**config.mk**
```make
export PLATFORM = sky130hd
export DESIGN_NAME = post_run_ctrl
export DESIGN_NICKNAME = d
export VERILOG_FILES = /design/src/rtl/post_ctrl_pkg.sv /design/src/rtl/post_sync_edge.sv /design/src/rtl/post_run_ctrl.sv
export SDC_FILE = /design/constraint.sdc
export NUM_CORES = 1
export LEC_CHECK = 0
export CORE_ASPECT_RATIO = 1.4
export CORE_MARGIN = 2
export CORE_UTILIZATION = 35
export CTS_BUF_LIST = sky130_fd_sc_hd__clkbuf_8 sky130_fd_sc_hd__clkbuf_16
export CTS_CLUSTER_DIAMETER = 200
export DETAILED_ROUTE_END_ITERATION = 7
export PLACE_DENSITY = 0.54
export SLEW_MARGIN = 20
export SYNTH_ARGS = -nofsm -noshare
export SYNTH_HDL_FRONTEND = slang
export SYNTH_HIERARCHICAL = 1
export SYNTH_SLANG_ARGS = --single-unit
```
**constraint.sdc**
```tcl
create_clock -name CLK -period 3.5 [get_ports CLK]
set_clock_uncertainty 0.2 [all_clocks]
set_input_delay 0.35 -clock CLK [delete_from_list [all_inputs] [get_ports CLK]]
set_output_delay 0.35 -clock CLK [all_outputs]
set_load 0.01 [all_outputs]
```
**src/rtl/post_ctrl_pkg.sv**
```systemverilog
`default_nettype none
// ============================================================================
// Module   : post_ctrl_pkg
// Brief    : Shared types and constants for the Post core execution sequencer.
// Revision : 1.0 - initial release
// ============================================================================
package post_ctrl_pkg;

    localparam int CYC_W = 16;

    localparam logic [3:0] c_halt_code = 4'hF;

    typedef enum logic [2:0] {
        ST_IDLE  = 3'd0,
        ST_PROG  = 3'd1,
        ST_RUN   = 3'd2,
        ST_STEP  = 3'd3,
        ST_DONE  = 3'd4,
        ST_FAULT = 3'd5
    } state_t;

endpackage
`default_nettype wire

```
**src/rtl/post_sync_edge.sv**
```systemverilog
`default_nettype none
// ============================================================================
// Module   : post_sync_edge
// Brief    : 2-FF synchronizer with an optional registered rising-edge pulse.
// Revision : 1.0 - initial release
// ============================================================================
module post_sync_edge #(
    parameter bit EDGE_EN = 1'b0
) (
    input  logic CLK,
    input  logic NRST,
    input  logic i_async,
    output logic o_level,
    output logic o_rise
);

    logic r_meta;
    logic r_sync;
    logic r_sync_d;

    always_ff @(posedge CLK) begin
        if (!NRST) begin
            r_meta   <= 1'b0;
            r_sync   <= 1'b0;
            r_sync_d <= 1'b0;
        end else begin
            r_meta   <= i_async;
            r_sync   <= r_meta;
            r_sync_d <= r_sync;
        end
    end

    // Level comes from the third stage so it lines up with the edge pulse.
    assign o_level = r_sync_d;

    generate
        if (EDGE_EN) begin : g_edge
            logic [2:0] r_fill;
            logic       r_rise;

            // r_fill blocks a false edge while the chain still holds reset zeros.
            always_ff @(posedge CLK) begin
                if (!NRST) begin
                    r_fill <= 3'b000;
                    r_rise <= 1'b0;
                end else begin
                    r_fill <= {r_fill[1:0], 1'b1};
                    r_rise <= r_sync & ~r_sync_d & r_fill[2];
                end
            end

            assign o_rise = r_rise;
        end else begin : g_no_edge
            assign o_rise = 1'b0;
        end
    endgenerate

endmodule
`default_nettype wire

```
**src/rtl/post_run_ctrl.sv**
```systemverilog
`default_nettype none
// ============================================================================
// Module   : post_run_ctrl
// Brief    : Load/run/single-step sequencer with halt detect and watchdog.
// Revision : 1.0 - initial release
// ============================================================================
module post_run_ctrl
    import post_ctrl_pkg::*;
#(
    parameter logic [3:0]       HALT_CODE   = c_halt_code,
    parameter logic [CYC_W-1:0] TIMEOUT_CYC = 16'd60000
) (
    input  logic             CLK,
    input  logic             NRST,
    input  logic             START_REQ,
    input  logic             STEP_MODE,
    input  logic             MODE_REQ,
    input  logic [3:0]       CORE_STATE,
    output logic             CORE_RUN,
    output logic             CORE_MODE,
    output logic             BUSY,
    output logic             DONE,
    output logic             TIMEOUT,
    output logic [CYC_W-1:0] CYC_CNT
);

    localparam logic [CYC_W:0] c_one_ext = {{CYC_W{1'b0}}, 1'b1};

    logic w_start_p;
    logic w_start_s_unused;
    logic w_step_s;
    logic w_step_rise_unused;
    logic w_mode_s;
    logic w_mode_rise_unused;

    post_sync_edge #(.EDGE_EN(1'b1)) u_sync_start (
        .CLK     (CLK),
        .NRST    (NRST),
        .i_async (START_REQ),
        .o_level (w_start_s_unused),
        .o_rise  (w_start_p)
    );

    post_sync_edge #(.EDGE_EN(1'b0)) u_sync_step (
        .CLK     (CLK),
        .NRST    (NRST),
        .i_async (STEP_MODE),
        .o_level (w_step_s),
        .o_rise  (w_step_rise_unused)
    );

    post_sync_edge #(.EDGE_EN(1'b0)) u_sync_mode (
        .CLK     (CLK),
        .NRST    (NRST),
        .i_async (MODE_REQ),
        .o_level (w_mode_s),
        .o_rise  (w_mode_rise_unused)
    );

    state_t           r_state;
    state_t           w_state_nxt;
    state_t           w_launch_st;
    logic [3:0]       r_st_prev;
    logic [CYC_W:0]   w_cnt_p1;
    logic [CYC_W-1:0] w_cnt_inc;
    logic             w_halt;
    logic             w_to_hit;
    logic             w_active;
    logic             w_nxt_active;

    assign w_halt       = (CORE_STATE == HALT_CODE);
    assign w_cnt_p1     = {1'b0, r_cyc_cnt_q()} + c_one_ext;
    assign w_cnt_inc    = w_cnt_p1[CYC_W] ? CYC_CNT : w_cnt_p1[CYC_W-1:0];
    assign w_to_hit     = (w_cnt_p1 == {1'b0, TIMEOUT_CYC});
    assign w_active     = (r_state == ST_RUN) || (r_state == ST_STEP);
    assign w_nxt_active = (w_state_nxt == ST_RUN) || (w_state_nxt == ST_STEP);
    assign w_launch_st  = w_step_s ? ST_STEP : ST_RUN;

    function automatic logic [CYC_W-1:0] r_cyc_cnt_q();
        return CYC_CNT;
    endfunction

    // Halt outranks both the step-exit and the watchdog.
    always_comb begin
        w_state_nxt = r_state;
        case (r_state)
            ST_IDLE, ST_DONE, ST_FAULT: begin
                if (w_mode_s)
                    w_state_nxt = ST_PROG;
                else if (w_start_p)
                    w_state_nxt = w_launch_st;
            end
            ST_PROG: begin
                if (!w_mode_s)
                    w_state_nxt = ST_IDLE;
            end
            ST_RUN, ST_STEP: begin
                if (w_halt)
                    w_state_nxt = ST_DONE;
                else if ((r_state == ST_STEP) && (CORE_STATE != r_st_prev))
                    w_state_nxt = ST_IDLE;
                else if (w_to_hit)
                    w_state_nxt = ST_FAULT;
            end
            default: w_state_nxt = ST_IDLE;
        endcase
    end

    always_ff @(posedge CLK) begin
        if (!NRST) begin
            r_state   <= ST_IDLE;
            r_st_prev <= 4'h0;
            CORE_RUN  <= 1'b0;
            CORE_MODE <= 1'b0;
            BUSY      <= 1'b0;
            DONE      <= 1'b0;
            TIMEOUT   <= 1'b0;
            CYC_CNT   <= '0;
        end else begin
            r_state   <= w_state_nxt;
            CORE_RUN  <= w_nxt_active;
            BUSY      <= w_nxt_active;
            CORE_MODE <= (w_state_nxt == ST_PROG);
            DONE      <= (w_state_nxt == ST_DONE);
            TIMEOUT   <= (w_state_nxt == ST_FAULT);
            if (w_active)
                CYC_CNT <= w_cnt_inc;
            else if (w_nxt_active)
                CYC_CNT <= '0;
            if (!w_active && (w_state_nxt == ST_STEP))
                r_st_prev <= CORE_STATE;
        end
    end

endmodule
`default_nettype wire

```
-- Word level (Yosys, flattened, before mapping)
Cells that the tools add are included.
- add/sub/neg operators: 1
- eq/ne operators: 14
- multiplexer cells: 12
- bitwise gates (word level): 3
- reduce and logical (&&, ||, !) cells: 10
- operators by type and width (kind ; number):
    two-way mux 16 bit ; 3
    two-way mux 3 bit ; 6
    adder 16 x 1 -> 17 bit, second input constant ; 1
    equality test 17 x 16 -> 1 bit, second input constant ; 1
    equality test 3 x 2 -> 1 bit, second input constant ; 4
    equality test 3 bit, second input constant ; 4
    case mux 3 bit (3 select lines) ; 1
    equality test 3 x 1 -> 1 bit, second input constant ; 2
    equality test 4 bit, second input constant ; 1
    inequality test 4 bit ; 1
    zero test 3 bit ; 1
    OR reduction 3 bit ; 1
    bitwise AND 1 bit ; 2
    logical AND 1 bit ; 2
    logical OR 1 bit ; 2
    two-way mux 1 bit ; 2
    inequality test 2 bit, second input constant ; 1
    AND reduction 2 bit ; 1
    nonzero test 2 bit ; 1
    OR reduction 2 bit ; 1
    zero test 1 bit ; 1
    NOT 1 bit ; 1
- register bits after elaboration: 40
- output and inout port bits: 21

-- Logic depth before layout (Yosys ltp)
- depth after elaboration: 10
- mapped depth: 7
- mapped depth without buffers: 7

-- Cells and area by module
Netlist, hierarchy kept.
- modules (own cells, without submodules) (module ; instances ; cells an instance ; area each (µm²)):
    post_run_ctrl ; 1 ; 196 ; 1619.1
    post_sync_edge (u_sync_start) ; 1 ; 13 ; 187.7
    post_sync_edge (u_sync_mode ...) ; 2 ; 8 ; 90.1

-- Worst setup path after synthesis
Ideal clock, no wire load.
- path type: register to register
- from: reg CYC_CNT[0]
- to: reg TIMEOUT
- data arrival time: 1.907 ns
- path slack: 1.279 ns
- cell stages (with the launch flop): 8
- buffers on the path: 0
- cell sequence: dfxtp_1 -> ha_1 -> nand3_2 -> a21o_1 -> a311oi_1 -> nor4_2 -> and4b_1 -> a21o_1
- word-level cells in the longest chain between the ends: 7
- RTL lines (element ; line ; text):
    from (decl) ; post_run_ctrl.sv:24 ; output logic [CYC_W-1:0] CYC_CNT
    from (signal assigned) ; post_run_ctrl.sv:127 ; CYC_CNT <= w_cnt_inc;
    adder 16 x 1 -> 17 bit ; post_run_ctrl.sv:72 ; assign w_cnt_p1 = {1'b0, r_cyc_cnt_q()} + c_one_ext;
    equality test 17 x 16 -> 1 bit ; post_run_ctrl.sv:74 ; assign w_to_hit = (w_cnt_p1 == {1'b0, TIMEOUT_CYC});
    two-way mux 3 bit ; post_run_ctrl.sv:102 ; else if (w_to_hit)
    two-way mux 3 bit ; post_run_ctrl.sv:100 ; else if ((r_state == ST_STEP) && (CORE_STATE != r_st_prev))
    two-way mux 3 bit ; post_run_ctrl.sv:98 ; if (w_halt)
    case mux 3 bit (3 select lines) ; post_run_ctrl.sv:86 ; case (r_state)
    equality test 3 bit ; post_run_ctrl.sv:125 ; TIMEOUT <= (w_state_nxt == ST_FAULT);
    to (signal assigned) ; post_run_ctrl.sv:125 ;
    to (decl) ; post_run_ctrl.sv:23 ; output logic TIMEOUT,
No other way between the ends.
A chain may end at the register's enable or synchronous reset.

-- Worst setup path in the final report
- from: reg CYC_CNT[0]
- to: reg DONE
- word-level cells in the longest chain between the ends: 7
- RTL lines (element ; line ; text):
    adder 16 x 1 -> 17 bit ; post_run_ctrl.sv:72 ;
    equality test 17 x 16 -> 1 bit ; post_run_ctrl.sv:74 ;
    two-way mux 3 bit ; post_run_ctrl.sv:102 ;
    two-way mux 3 bit ; post_run_ctrl.sv:100 ;
    two-way mux 3 bit ; post_run_ctrl.sv:98 ;
    case mux 3 bit (3 select lines) ; post_run_ctrl.sv:86 ;
    equality test 3 bit ; post_run_ctrl.sv:124 ; DONE <= (w_state_nxt == ST_DONE);
    to (signal assigned) ; post_run_ctrl.sv:124 ;
    to (decl) ; post_run_ctrl.sv:22 ; output logic DONE,
No other way between the ends.

==> impl_metrics.toml <==
[run_status]
outcome = "complete, no violations"

[grt]
track_usage_pct = 15.5
gr-total-overflow = 0
antenna_found_initial = 0
grt_pass1_vias = 1639
grt_max_degree = 22
grt_pass1_wl_mm = 7.39

[setup_path]
required_ps = 3490
path_class = "flop to flop"
worstPathArrival_ps = 2510
worstPathMaxFanout = 10
r2r_start = "CYC_CNT[0]$_SDFFE_PN0P_"
endpoint_kind = "flop"
crit_start = "CYC_CNT[0]$_SDFFE_PN0P_"
rrSetupSlack_ps = 980
critPathLaunchType = "flop"

[hold_path]
min-delay-start = "u_sync_step/r_meta$_SDFF_PN0_"
min_path_type = "flop to flop"

[power]
irDropWorstVdd_uv = 256
switching_share_pct = 21.0
power_frac_seq_pct = 52.7
comb_power_share_pct = 3.6
p_clk_share_pct = 43.7
power.total_uw = 878
internal_power_uw = 693
power.leakage_nw = 0.888
p_per_area_mw_per_mm2 = 364
switching_power_uw = 185

[place]
io_buffers = 29
hpwl_mm = 3.33
gp_congestion = 0.771

[clocking]
post_cts_buffers = 0
cts_max_level = 2
cts_buffer_depth = 2
clkSinkCount = 40
clock_latency_ps = 290
cts_root_buf = "clkbuf_8"
cts_hold_buf = 0
cts_tree = "built"
cts_resized = 0
clk_pin_slew_ps = 80
cts_buffers = 5

[die]
io_pins = 30
die_w_um = 67.3
dieHeight_um = 92.6
core_mm2 = 0.00545
start_util_pct = 36.1
die_area_mm2 = 0.00624
row_count = 32

[route]
wl_per_cell_um = 13.9
wl_mm = 4.44
drtIter0Drc = 86
ant_nets = 0
detail_route.vias_per_cell = 5.34
drc = 0
vias = 1710
firstDrtPassIters = 4

[final_layout]
drive_gt1_share_pct = 11.1
layout.nets = 261
antenna_cells = 0
final_common_cell = "dfxtp_1"
mostFrequentLayoutCells = "dfxtp_1, clkdlybuf4s50_1, nor2_1, o21ai_0, nand2_1"
area_growth_pct = 22.8
fillCellCount = 586

[timing]
maxSlewHeadroom_pct = 54.2
rsz0062_at_grt = "no"
tightest_slew_ps = 686
min_period_over_period_pct = 71.9
max_freq_mhz = 397
finalCriticalPeriod_ps = 2520
setup_viol = 0
finalSetupTns_ps = 0
hold_viol_final = 0
maxSlewViolCount = 0

[synthesis]
syn_inst = 221
syn_area_mm2 = 0.00196
syn_area_per_cell_um2 = 8.89
syn_nets = 231
ys.warnings.count = 6

[job]
drv_cap = 0
## metal layers
| metal | vias to the layer above | global-route usage (%) | part of all wire, % |
|---|---|---|---|
| met2 | 48 | 28.1 | 52 |
| li1 | 862 | - | - |
| met5 | - | 0 | 0 |
| met4 | 0 | 6.29 | 2.3 |
| met3 | 11 | 3.28 | 4.4 |
| met1 | 789 | 16.9 | 41 |
## area by class of cell
type	count	area (um2)	area share [%]
Sequential cell	40	801	33.2
Tap cell	68	85.1	3.53
Multi-Input combinational cell	167	1080	44.8
Clock buffer	5	68.8	2.85
Clock inverter	3	46.3	1.92
Inverter	5	18.8	0.778
Timing Repair Buffer	32	313	13.0
## worst paths after layout
| kind | end | cells after the start |
|---|---|---|
| max | DONE$_SDFF_PN0_ | 7 |
| min | u_sync_step/r_sync$_SDFF_PN0_ | 1 |
| max reg2reg | DONE$_SDFF_PN0_ | 7 |
| min reg2reg | u_sync_step/r_sync$_SDFF_PN0_ | 1 |
## stage by stage
| stage | area (um2) | hold slack, ps | worst slack, ps | utilization [%] | std cells |
|---|---|---|---|---|---|
| 4_1_cts | 2410 | 242 | 999 | 44.3 | 320 |
| 3_5_place_dp | 2300 | 223 | 951 | 42.2 | 312 |
| 5_1_grt | 2410 | 261 | 725 | 44.3 | 320 |
| 3_3_place_gp | 2300 | 216 | 942 | 42.2 | 312 |
| 2_1_floorplan | 1960 | 178 | 1280 | - | 221 |
| 6_report | 2410 | 236 | 983 | 44.3 | 320 |
## state kept, by name, summed over array words and instances, names as in the netlist
signal and flops:
CYC_CNT 16, u_sync_step/r_sync 1, u_sync_mode/o_level 1, u_sync_start/r_meta 1, u_sync_mode/r_meta 1, BUSY 1, u_sync_start/r_sync 1, u_sync_step/o_level 1
u_sync_step/r_meta 1, u_sync_start/g_edge.r_fill 3, u_sync_start/o_level 1, u_sync_start/o_rise 1, TIMEOUT 1, r_st_prev 4, r_state 3, DONE 1
u_sync_mode/r_sync 1, CORE_MODE 1
## power groups by stage
stage | Sequential (mW) | Combinational, mW | Clock (mW)
after CTS | 0.463 | 0.0319 | 0.399
after detailed placement | 0.473 | 0.0319 | 0
after global routing | 0.463 | 0.0345 | 0.422
final | 0.462 | 0.0315 | 0.384
after global placement | 0.473 | 0.0319 | 0
after floorplan | 0.473 | 0.0141 | 0
## worst max-delay path, cell delays in order (launching register included)
cell and delay [ps]:
dfxtp_1 450, ha_1 290, nand3_2 230, nor2_1 340, o2111ai_1 220, a211oi_1 270
a21oi_1 150, nor4_1 270
No activity file was read; power rests on OpenSTA's default activity.
